File: config.mk
export PLATFORM = sky130hd
export DESIGN_NAME = axi_wr_outst_fsm
export DESIGN_NICKNAME = d
export VERILOG_FILES = /design/src/rtl/axi_wr_outst_fsm.sv
export SDC_FILE = /design/constraint.sdc
export NUM_CORES = 1
export LEC_CHECK = 0
export ABC_AREA = 1
export ABC_CLOCK_PERIOD_IN_PS = 4800
export CORE_MARGIN = 10
export CORE_UTILIZATION = 48
export CTS_BUF_LIST = sky130_fd_sc_hd__clkbuf_16
export CTS_CLUSTER_SIZE = 8
export DETAILED_ROUTE_END_ITERATION = 6
export HOLD_SLACK_MARGIN = 0.08
export PLACE_DENSITY = 0.86
export SYNTH_ARGS = -nofsm -noshare
export SYNTH_HDL_FRONTEND = slang
export SYNTH_SLANG_ARGS = --single-unit
File: constraint.sdc
create_clock -name axi_aclk -period 4.8 [get_ports axi_aclk]
set_input_delay 1.2 -clock axi_aclk [delete_from_list [all_inputs] [get_ports axi_aclk]]
set_output_delay 1.2 -clock axi_aclk [all_outputs]
set_load 0.02 [all_outputs]
File: src/rtl/axi_wr_outst_fsm.sv
// Master-side AXI write FSM (AW/W/B) with up to MAX_OUTST bursts in flight.
// Optional protocol checks enabled by defining AXI_WR_PROTO_CHECK_EN.
module axi_wr_outst_fsm #(
    parameter int AW        = 32,
    parameter int DW        = 64,
    parameter int MAX_OUTST = 4,
    parameter int CW        = $clog2(MAX_OUTST + 1)
) (
    input  logic            axi_aclk,
    input  logic            rst,
    input  logic            awvalid_in,
    output logic            awready_out,
    input  logic [AW-1:0]   awaddr_in,
    input  logic [7:0]      awlen_in,
    input  logic [2:0]      awsize_in,
    input  logic [1:0]      awburst_in,
    output logic            axi_awvalid,
    output logic [AW-1:0]   axi_awaddr,
    output logic [7:0]      axi_awlen,
    output logic [2:0]      axi_awsize,
    output logic [1:0]      axi_awburst,
    input  logic            axi_awready,
    input  logic            wvalid_in,
    input  logic [DW-1:0]   wdata_in,
    input  logic [DW/8-1:0] wstrb_in,
    output logic            wready_out,
    output logic            axi_wvalid,
    output logic [DW-1:0]   axi_wdata,
    output logic [DW/8-1:0] axi_wstrb,
    output logic            axi_wlast,
    input  logic            axi_wready,
    input  logic            axi_bvalid,
    input  logic [1:0]      axi_bresp,
    output logic            axi_bready,
    output logic            bvalid_out,
    output logic [1:0]      bresp_out,
    input  logic            bready_in,
    output logic [CW-1:0]   outst_cnt,
    output logic [2:0]      proto_err
);

    localparam int PW = $clog2(MAX_OUTST) + 1;
    localparam logic [0:0] W_IDLE  = 1'b0;
    localparam logic [0:0] W_BURST = 1'b1;

    logic            axi_awvalid_q, axi_awvalid_d;
    logic [AW-1:0]   axi_awaddr_q, axi_awaddr_d;
    logic [7:0]      axi_awlen_q, axi_awlen_d;
    logic [2:0]      axi_awsize_q, axi_awsize_d;
    logic [1:0]      axi_awburst_q, axi_awburst_d;
    logic            axi_wvalid_q, axi_wvalid_d;
    logic [DW-1:0]   axi_wdata_q, axi_wdata_d;
    logic [DW/8-1:0] axi_wstrb_q, axi_wstrb_d;
    logic            axi_wlast_q, axi_wlast_d;
    logic            bvalid_out_q, bvalid_out_d;
    logic [1:0]      bresp_out_q, bresp_out_d;
    logic [CW-1:0]   outst_cnt_q, outst_cnt_d;
    logic [0:0]      w_state_q, w_state_d;
    logic [7:0]      beat_cnt_q, beat_cnt_d;
    logic [PW-1:0]   wr_ptr_q, wr_ptr_d;
    logic [PW-1:0]   rd_ptr_q, rd_ptr_d;
    logic [7:0]      len_mem_q [MAX_OUTST];
    logic [7:0]      len_mem_d [MAX_OUTST];

    logic aw_acc, w_acc, b_hs, cnt_dec, fifo_empty;
    logic [7:0] fifo_head;

    assign awready_out = (outst_cnt_q < CW'(MAX_OUTST))
                      && (!axi_awvalid_q || axi_awready);
    assign wready_out  = (w_state_q == W_BURST)
                      && (!axi_wvalid_q || axi_wready);
    assign axi_bready  = !bvalid_out_q || bready_in;

    assign aw_acc     = awvalid_in && awready_out;
    assign w_acc      = wvalid_in && wready_out;
    assign b_hs       = axi_bvalid && axi_bready;
    assign cnt_dec    = b_hs && (outst_cnt_q != '0);
    assign fifo_empty = (wr_ptr_q == rd_ptr_q);
    assign fifo_head  = len_mem_q[rd_ptr_q[PW-2:0]];

    always_comb begin
        axi_awvalid_d = axi_awvalid_q;
        axi_awaddr_d  = axi_awaddr_q;
        axi_awlen_d   = axi_awlen_q;
        axi_awsize_d  = axi_awsize_q;
        axi_awburst_d = axi_awburst_q;
        wr_ptr_d      = wr_ptr_q;
        len_mem_d     = len_mem_q;
        if (aw_acc) begin
            axi_awvalid_d = 1'b1;
            axi_awaddr_d  = awaddr_in;
            axi_awlen_d   = awlen_in;
            axi_awsize_d  = awsize_in;
            axi_awburst_d = awburst_in;
            len_mem_d[wr_ptr_q[PW-2:0]] = awlen_in;
            wr_ptr_d = wr_ptr_q + PW'(1);
        end else if (axi_awready) begin
            axi_awvalid_d = 1'b0;
        end
    end

    // A push into an empty FIFO starts the burst without waiting for the write.
    always_comb begin
        w_state_d  = w_state_q;
        beat_cnt_d = beat_cnt_q;
        rd_ptr_d   = rd_ptr_q;
        if (w_state_q == W_IDLE) begin
            if (!fifo_empty) begin
                w_state_d  = W_BURST;
                beat_cnt_d = fifo_head;
            end else if (aw_acc) begin
                w_state_d  = W_BURST;
                beat_cnt_d = awlen_in;
            end
        end else if (w_acc) begin
            beat_cnt_d = beat_cnt_q - 8'd1;
            if (beat_cnt_q == 8'd0) begin
                w_state_d = W_IDLE;
                rd_ptr_d  = rd_ptr_q + PW'(1);
            end
        end
    end

    always_comb begin
        axi_wvalid_d = axi_wvalid_q;
        axi_wdata_d  = axi_wdata_q;
        axi_wstrb_d  = axi_wstrb_q;
        axi_wlast_d  = axi_wlast_q;
        if (w_acc) begin
            axi_wvalid_d = 1'b1;
            axi_wdata_d  = wdata_in;
            axi_wstrb_d  = wstrb_in;
            axi_wlast_d  = (beat_cnt_q == 8'd0);
        end else if (axi_wready) begin
            axi_wvalid_d = 1'b0;
            axi_wlast_d  = 1'b0;
        end
    end

    always_comb begin
        bvalid_out_d = bvalid_out_q;
        bresp_out_d  = bresp_out_q;
        outst_cnt_d  = outst_cnt_q;
        if (b_hs) begin
            bvalid_out_d = 1'b1;
            bresp_out_d  = axi_bresp;
        end else if (bready_in) begin
            bvalid_out_d = 1'b0;
        end
        if (aw_acc && !cnt_dec)
            outst_cnt_d = outst_cnt_q + CW'(1);
        else if (!aw_acc && cnt_dec)
            outst_cnt_d = outst_cnt_q - CW'(1);
    end

    always_ff @(posedge axi_aclk) begin
        if (rst) begin
            axi_awvalid_q <= 1'b0;
            axi_awaddr_q  <= '0;
            axi_awlen_q   <= '0;
            axi_awsize_q  <= '0;
            axi_awburst_q <= '0;
            axi_wvalid_q  <= 1'b0;
            axi_wdata_q   <= '0;
            axi_wstrb_q   <= '0;
            axi_wlast_q   <= 1'b0;
            bvalid_out_q  <= 1'b0;
            bresp_out_q   <= '0;
            outst_cnt_q   <= '0;
            w_state_q     <= W_IDLE;
            beat_cnt_q    <= '0;
            wr_ptr_q      <= '0;
            rd_ptr_q      <= '0;
            for (int i = 0; i < MAX_OUTST; i++) len_mem_q[i] <= '0;
        end else begin
            axi_awvalid_q <= axi_awvalid_d;
            axi_awaddr_q  <= axi_awaddr_d;
            axi_awlen_q   <= axi_awlen_d;
            axi_awsize_q  <= axi_awsize_d;
            axi_awburst_q <= axi_awburst_d;
            axi_wvalid_q  <= axi_wvalid_d;
            axi_wdata_q   <= axi_wdata_d;
            axi_wstrb_q   <= axi_wstrb_d;
            axi_wlast_q   <= axi_wlast_d;
            bvalid_out_q  <= bvalid_out_d;
            bresp_out_q   <= bresp_out_d;
            outst_cnt_q   <= outst_cnt_d;
            w_state_q     <= w_state_d;
            beat_cnt_q    <= beat_cnt_d;
            wr_ptr_q      <= wr_ptr_d;
            rd_ptr_q      <= rd_ptr_d;
            len_mem_q     <= len_mem_d;
        end
    end

    assign axi_awvalid = axi_awvalid_q;
    assign axi_awaddr  = axi_awaddr_q;
    assign axi_awlen   = axi_awlen_q;
    assign axi_awsize  = axi_awsize_q;
    assign axi_awburst = axi_awburst_q;
    assign axi_wvalid  = axi_wvalid_q;
    assign axi_wdata   = axi_wdata_q;
    assign axi_wstrb   = axi_wstrb_q;
    assign axi_wlast   = axi_wlast_q;
    assign bvalid_out  = bvalid_out_q;
    assign bresp_out   = bresp_out_q;
    assign outst_cnt   = outst_cnt_q;

`ifdef AXI_WR_PROTO_CHECK_EN
    // wdone counts bursts whose last beat the slave took but whose B is pending.
    logic [CW-1:0] wdone_q, wdone_d;
    logic [2:0]    proto_err_q, proto_err_d;
    logic          wdone_inc, wdone_dec;

    assign wdone_inc = axi_wvalid_q && axi_wready && axi_wlast_q;
    assign wdone_dec = b_hs && (wdone_q != '0);

    always_comb begin
        wdone_d = wdone_q;
        if (wdone_inc && !wdone_dec)
            wdone_d = wdone_q + CW'(1);
        else if (!wdone_inc && wdone_dec)
            wdone_d = wdone_q - CW'(1);
        proto_err_d = proto_err_q | {
            b_hs && (outst_cnt_q != '0) && (wdone_q == '0),
            b_hs && (axi_bresp != 2'b00),
            axi_bvalid && (outst_cnt_q == '0)
        };
    end

    always_ff @(posedge axi_aclk) begin
        if (rst) begin
            wdone_q     <= '0;
            proto_err_q <= '0;
        end else begin
            wdone_q     <= wdone_d;
            proto_err_q <= proto_err_d;
        end
    end

    assign proto_err = proto_err_q;
`else
    assign proto_err = 3'b000;
`endif

endmodule
After elaboration in Yosys (flattened, before gate mapping)
Cells that the tools add are included.

Reductions and logical operators: 25. Order comparisons: 4. Muxes and demuxes: 24. $add $sub $neg: 5. Bitwise logic cells: 2. Eq/ne operators: 3.

Operators by type and width (count): $mux W8 (7); $bwmux W32 (1); $bmux W8 S2 (1); $demux W8 S2 (1); $mux W1 (12); $add A3 B1 Y3 const B (3); $logic_and A1 B1 Y1 (9); $logic_not A8 Y1 (1); $reduce_bool A2 Y1 (4); $sub A8 B1 Y8 const B (1); $ge A3 B3 Y1 const B (2); $mux W3 (2); $not A2 Y3 (2); $logic_not A1 Y1 (5); $eq A3 B3 Y1 (1); $logic_or A1 B1 Y1 (3); $lt A3 B1 Y1 const B (1); $lt A3 B3 Y1 const B (1); $ne A3 B3 Y1 const B (1); $reduce_and A3 Y1 (1); $reduce_bool A3 Y1 (1); $sub A3 B1 Y3 const B (1); $ne A2 B1 Y1 const B (1); $reduce_and A2 Y1 (1).

Output and inout bits: 132. Word-level logic and storage cells: 83. Register bits after elaboration: 173.

Logic depth before layout (Yosys ltp)
Depth in word-level cells: 8. Gate-level depth with buffers: 12. Gate-level depth less buffers: 12.

Least setup slack after synthesis
No wires, ideal clock.

Path type: input -> register. From: input port axi_awready. To: register outst_cnt_q[2], in the netlist outst_cnt[2]. Buffers on the path: 1. Setup slack: 1954 ps. Setup time: 122 ps. Required time: 4678 ps. Cell stages on the path: 12. Data arrival time: 2724 ps. Path through: inv_1 -> nand2_1 -> nand3_2 -> inv_2 -> buf_2 -> ha_1 -> inv_1 -> fa_1 -> a21oi_1 -> o21ai_0 -> o21ai_0 -> a21oi_1.

Longest elaborated chain between the ends: 6. Elaborated cells on any way between the ends: 8. Classes of those cells: mux: 1; reduce/logical: 7.

RTL lines: from (decl) (line 22) `input logic axi_awready,`; $logic_or A1 B1 Y1 (*) (line 69) `&& (!axi_awvalid_q || axi_awready);`; $logic_and A1 B1 Y1 (*) (line 69); $logic_and A1 B1 Y1 (*) (line 74) `assign aw_acc = awvalid_in && awready_out;`; named net aw_acc (line 65) `logic aw_acc, w_acc, b_hs, cnt_dec, fifo_empty;`; $logic_not A1 Y1 (line 152) `else if (!aw_acc && cnt_dec)`; $logic_and A1 B1 Y1 (line 152); $reduce_bool A2 Y1 (no source line); to (signal assigned) (line 187) `outst_cnt_q <= outst_cnt_d;`; to (decl) (line 57) `logic [CW-1:0] outst_cnt_q, outst_cnt_d;`.

The timed path passes the listed nets; every way through them passes the cells marked *. A chain may end at the register's enable or synchronous reset.

Final worst setup path
From: input port axi_awready. To: output port awready_out.

Longest elaborated chain between the ends: 2.

RTL lines: $logic_or A1 B1 Y1 (line 69); $logic_and A1 B1 Y1 (line 69); to (decl) (line 12) `output logic awready_out,`.

No other way between the ends.

==> metrics.md <==
| Metric | Value |
|---|---|
| Status | `finished, final reports clean` |
| Cell area after synthesis | `~7000 sq um` |
| Main synth FF type | `dfxtp_1` |
| Core area | `14000 sq um` |
| Row Count | `43` |
| Yosys top cell by area | `dfxtp_1` |
| Max Cap Viol | `0` |
| Minimum clock period | `3.90 ns` |
| Syn Inst Count | `between 900 and 1000` |
| Total power after layout | `4880 uW` |
| Endpoint class of the critical path | `primary output` |
| Crit path required time | `between 3 and 4 ns` |
| Die Height | `roughly 140 microns` |
| PnR worst setup slack | `0.903 ns` |
| Setup violators final | `0` |
| Initial Utilization | `0.496` |
| Ant. Diodes | `0` |
| Top cells by area, synth | `dfxtp_1 50%, nand2_1 18%, a21oi_1 12%, nand3_1 3.0%, o21ai_0 2.9%` |
| Setup Skew | `roughly 0.0054 ns` |
| Skew-Pair Late Insertion Delay | `0.43 ns` |
| Post-synth top cells | `328 x nand2_1, 173 x dfxtp_1, 162 x a21oi_1` |
| First-pass GRT wire length | `approximately 35000 microns` |
| Pin count of the biggest net entering global routing | `80` |
| Die width | `140 microns` |
| Synthesized area per cell | `7.41 sq um` |
| Synth cell types | `29` |
| Worst hold path class | `reg -> reg` |
| Area Overhead vs Synth | `45.4%` |
| Hold Buf Count CTS | `0` |
| Clock tree buffer depth | `2` |
| DPL Wire Length | `between 15000 and 20000 microns` |
| RSZ-0062 raised after global routing | `false` |
| Slew margin rel. | `0.271` |
| CP max FO | `2` |
| Final Util | `0.720` |
| Worst-path clk slew | `0.06 ns` |
| Wirelength per Cell | `16.7 microns` |
| Drt drc | `0` |
| Total grt overflow | `0` |
| Pre-antenna DRT Iters | `6` |
| Nets@finish | `between 1000 and 1500` |
| Clk root buf | `clkbuf_16` |
| Critical path launch point type | `input pin` |
| Die area | `approximately 20000 sq um` |
| Ys async rst share | `0` |
| Top-Level Pins | `259` |
| Post-synthesis sequential area ratio | `0.500` |
| Via count | `between 6000 and 7000` |
| Initial antenna violation count | `0` |
| Final WL | `22400 microns` |
| Clk sinks | `173` |
| Pre-CTS setup slack | `0.925 ns` |
| Yosys top cell area share | `0.500` |
| Fin. Hold Viols | `0` |
| Iter 0 DRT Violations | `between 500 and 600` |
| F_max | `between 0.2 and 0.3 GHz` |
| Vias in the first global route | `6726` |
| Worst-Margin Slew | `1.09 ns` |
| Crit Path Class | `in -> out` |
| Drt via density | `5.10` |
| Post-CTS sizing | `0` |
| Crit share post-route | `0.812` |
| Maximum VDD drop | `0.311 mV` |
| Slew Viols, Final | `0` |
| Most common cell in the netlist | `nand2_1` |
| Setup_tns | `0 ns` |
| Fill cell count | `1060` |
| Post-synth EDFFs | `0` |
| Post-CTS setup buffer count | `0` |
| Gpl congestion | `0.851` |
| FF+latch count, synth | `~170` |
| Pwr dens | `484 nW/um^2` |
| Cts bufs inserted | `17` |
| Arrival time worst endpoint | `2.70 ns` |
| P_leak | `0.00389 uW` |
| Ys Warns | `0` |
| Clock tree from TritonCTS | `done` |
| Routed Antenna Nets | `0` |
| Layout cells sized above 1 | `0.0463` |
| PortBufs | `255` |
| Htree depth | `4` |
| GRT Total Usage | `0.218` |
power by group:
part / total [uW] / internal, uW / leakage [uW] / switching [uW]
logic: 1560 / 625 / 0.00217 / 939
registers: 1780 / 1640 / 0.00141 / 138
clock network: 1530 / 966 / 0.000305 / 566
layout make-up:
| class | instances | area [sq um] | area share |
|---|---|---|---|
| clock buffer | 17 | 425 | 0.0422 |
| clock inverter | 12 | 220 | 0.0219 |
| inverter | 53 | 199 | 0.0197 |
| multi-input combinational | 651 | 2960 | 0.293 |
| sequential | 173 | 3460 | 0.344 |
| tap | 180 | 225 | 0.0223 |
| timing repair buffer | 260 | 2590 | 0.257 |
cell families (layout without fill, tap and decap cells):
group	Yosys count	count (layout)	share of synthesized area
buffers and inverters	113	342	0.0749
flip-flops	173	173	0.500
adder cells (fa/ha/maj)	9	9	0.0173
XOR/XNOR	5	5	0.00632
other	1	3	0.000541
AO/OA/AOI/OAI	210	210	0.155
AND/OR/NAND/NOR	424	424	0.246
layout by cell type (no fill, tap or decap), types with 4 or more instances in the layout:
cell type	count
a21oi_1	162
a21oi_2	4
buf_4	6
bufinv_16	6
clkbuf_16	17
clkdlybuf4s50_1	254
dfxtp_1	173
ha_1	8
inv_1	47
inv_2	6
nand2_1	328
nand2_2	5
nand3_1	41
nand4_1	5
nor2_1	39
o21ai_0	40
xor2_1	4
path summary, 6_finish.rpt:
check	from	end	slack (ns)	depth (start not counted)
worst max-delay path	axi_awready	awready_out	0.90	6
worst min-delay path	len_mem_q[15]$_SDFFE_PP0P_	len_mem_q[15]$_SDFFE_PP0P_	0.45	2
worst max register to register	w_state_q$_SDFF_PP0_	rd_ptr_q[0]$_SDFFE_PP0P_	2.40	7
worst min register to register	len_mem_q[15]$_SDFFE_PP0P_	len_mem_q[15]$_SDFFE_PP0P_	0.45	2
per-stage QoR:
stage	instances	hold WS (ns)	instance area [sq um]
5_1_grt	1346	0.474	10100
3_3_place_gp	1317	0.439	9430
2_1_floorplan	937	0.429	6940
4_1_cts	1346	0.455	10100
3_5_place_dp	1317	0.445	9430
6_report	1346	0.454	10100
worst max-delay path: stages:
cell,delay [ns]
clkdlybuf4s50_1,0.50
inv_1,0.05
nand2_1,0.10
inv_1,0.06
nor2_1,0.08
clkdlybuf4s50_1,0.69
layer usage:
metal  vias to the layer above  share of wire  track usage
li1                       3431              -            -
met1                      3102           0.38        0.235
met2                       289           0.49        0.368
met3                        47           0.10       0.0950
met4                         0          0.030       0.0870
met5                         -              0            0
sequential cells by signal (all words and copies together) (netlist names):
signal / flops
axi_awaddr: 32
rd_ptr_q: 3
outst_cnt: 3
wr_ptr_q: 3
len_mem_q: 32
axi_awlen: 8
axi_wdata: 64
w_state_q: 1
beat_cnt_q: 8
axi_awsize: 3
bresp_out: 2
axi_awvalid: 1
bvalid_out: 1
axi_awburst: 2
axi_wstrb: 8
axi_wvalid: 1
axi_wlast: 1
Note: power is estimated with default switching activity, not from simulation.
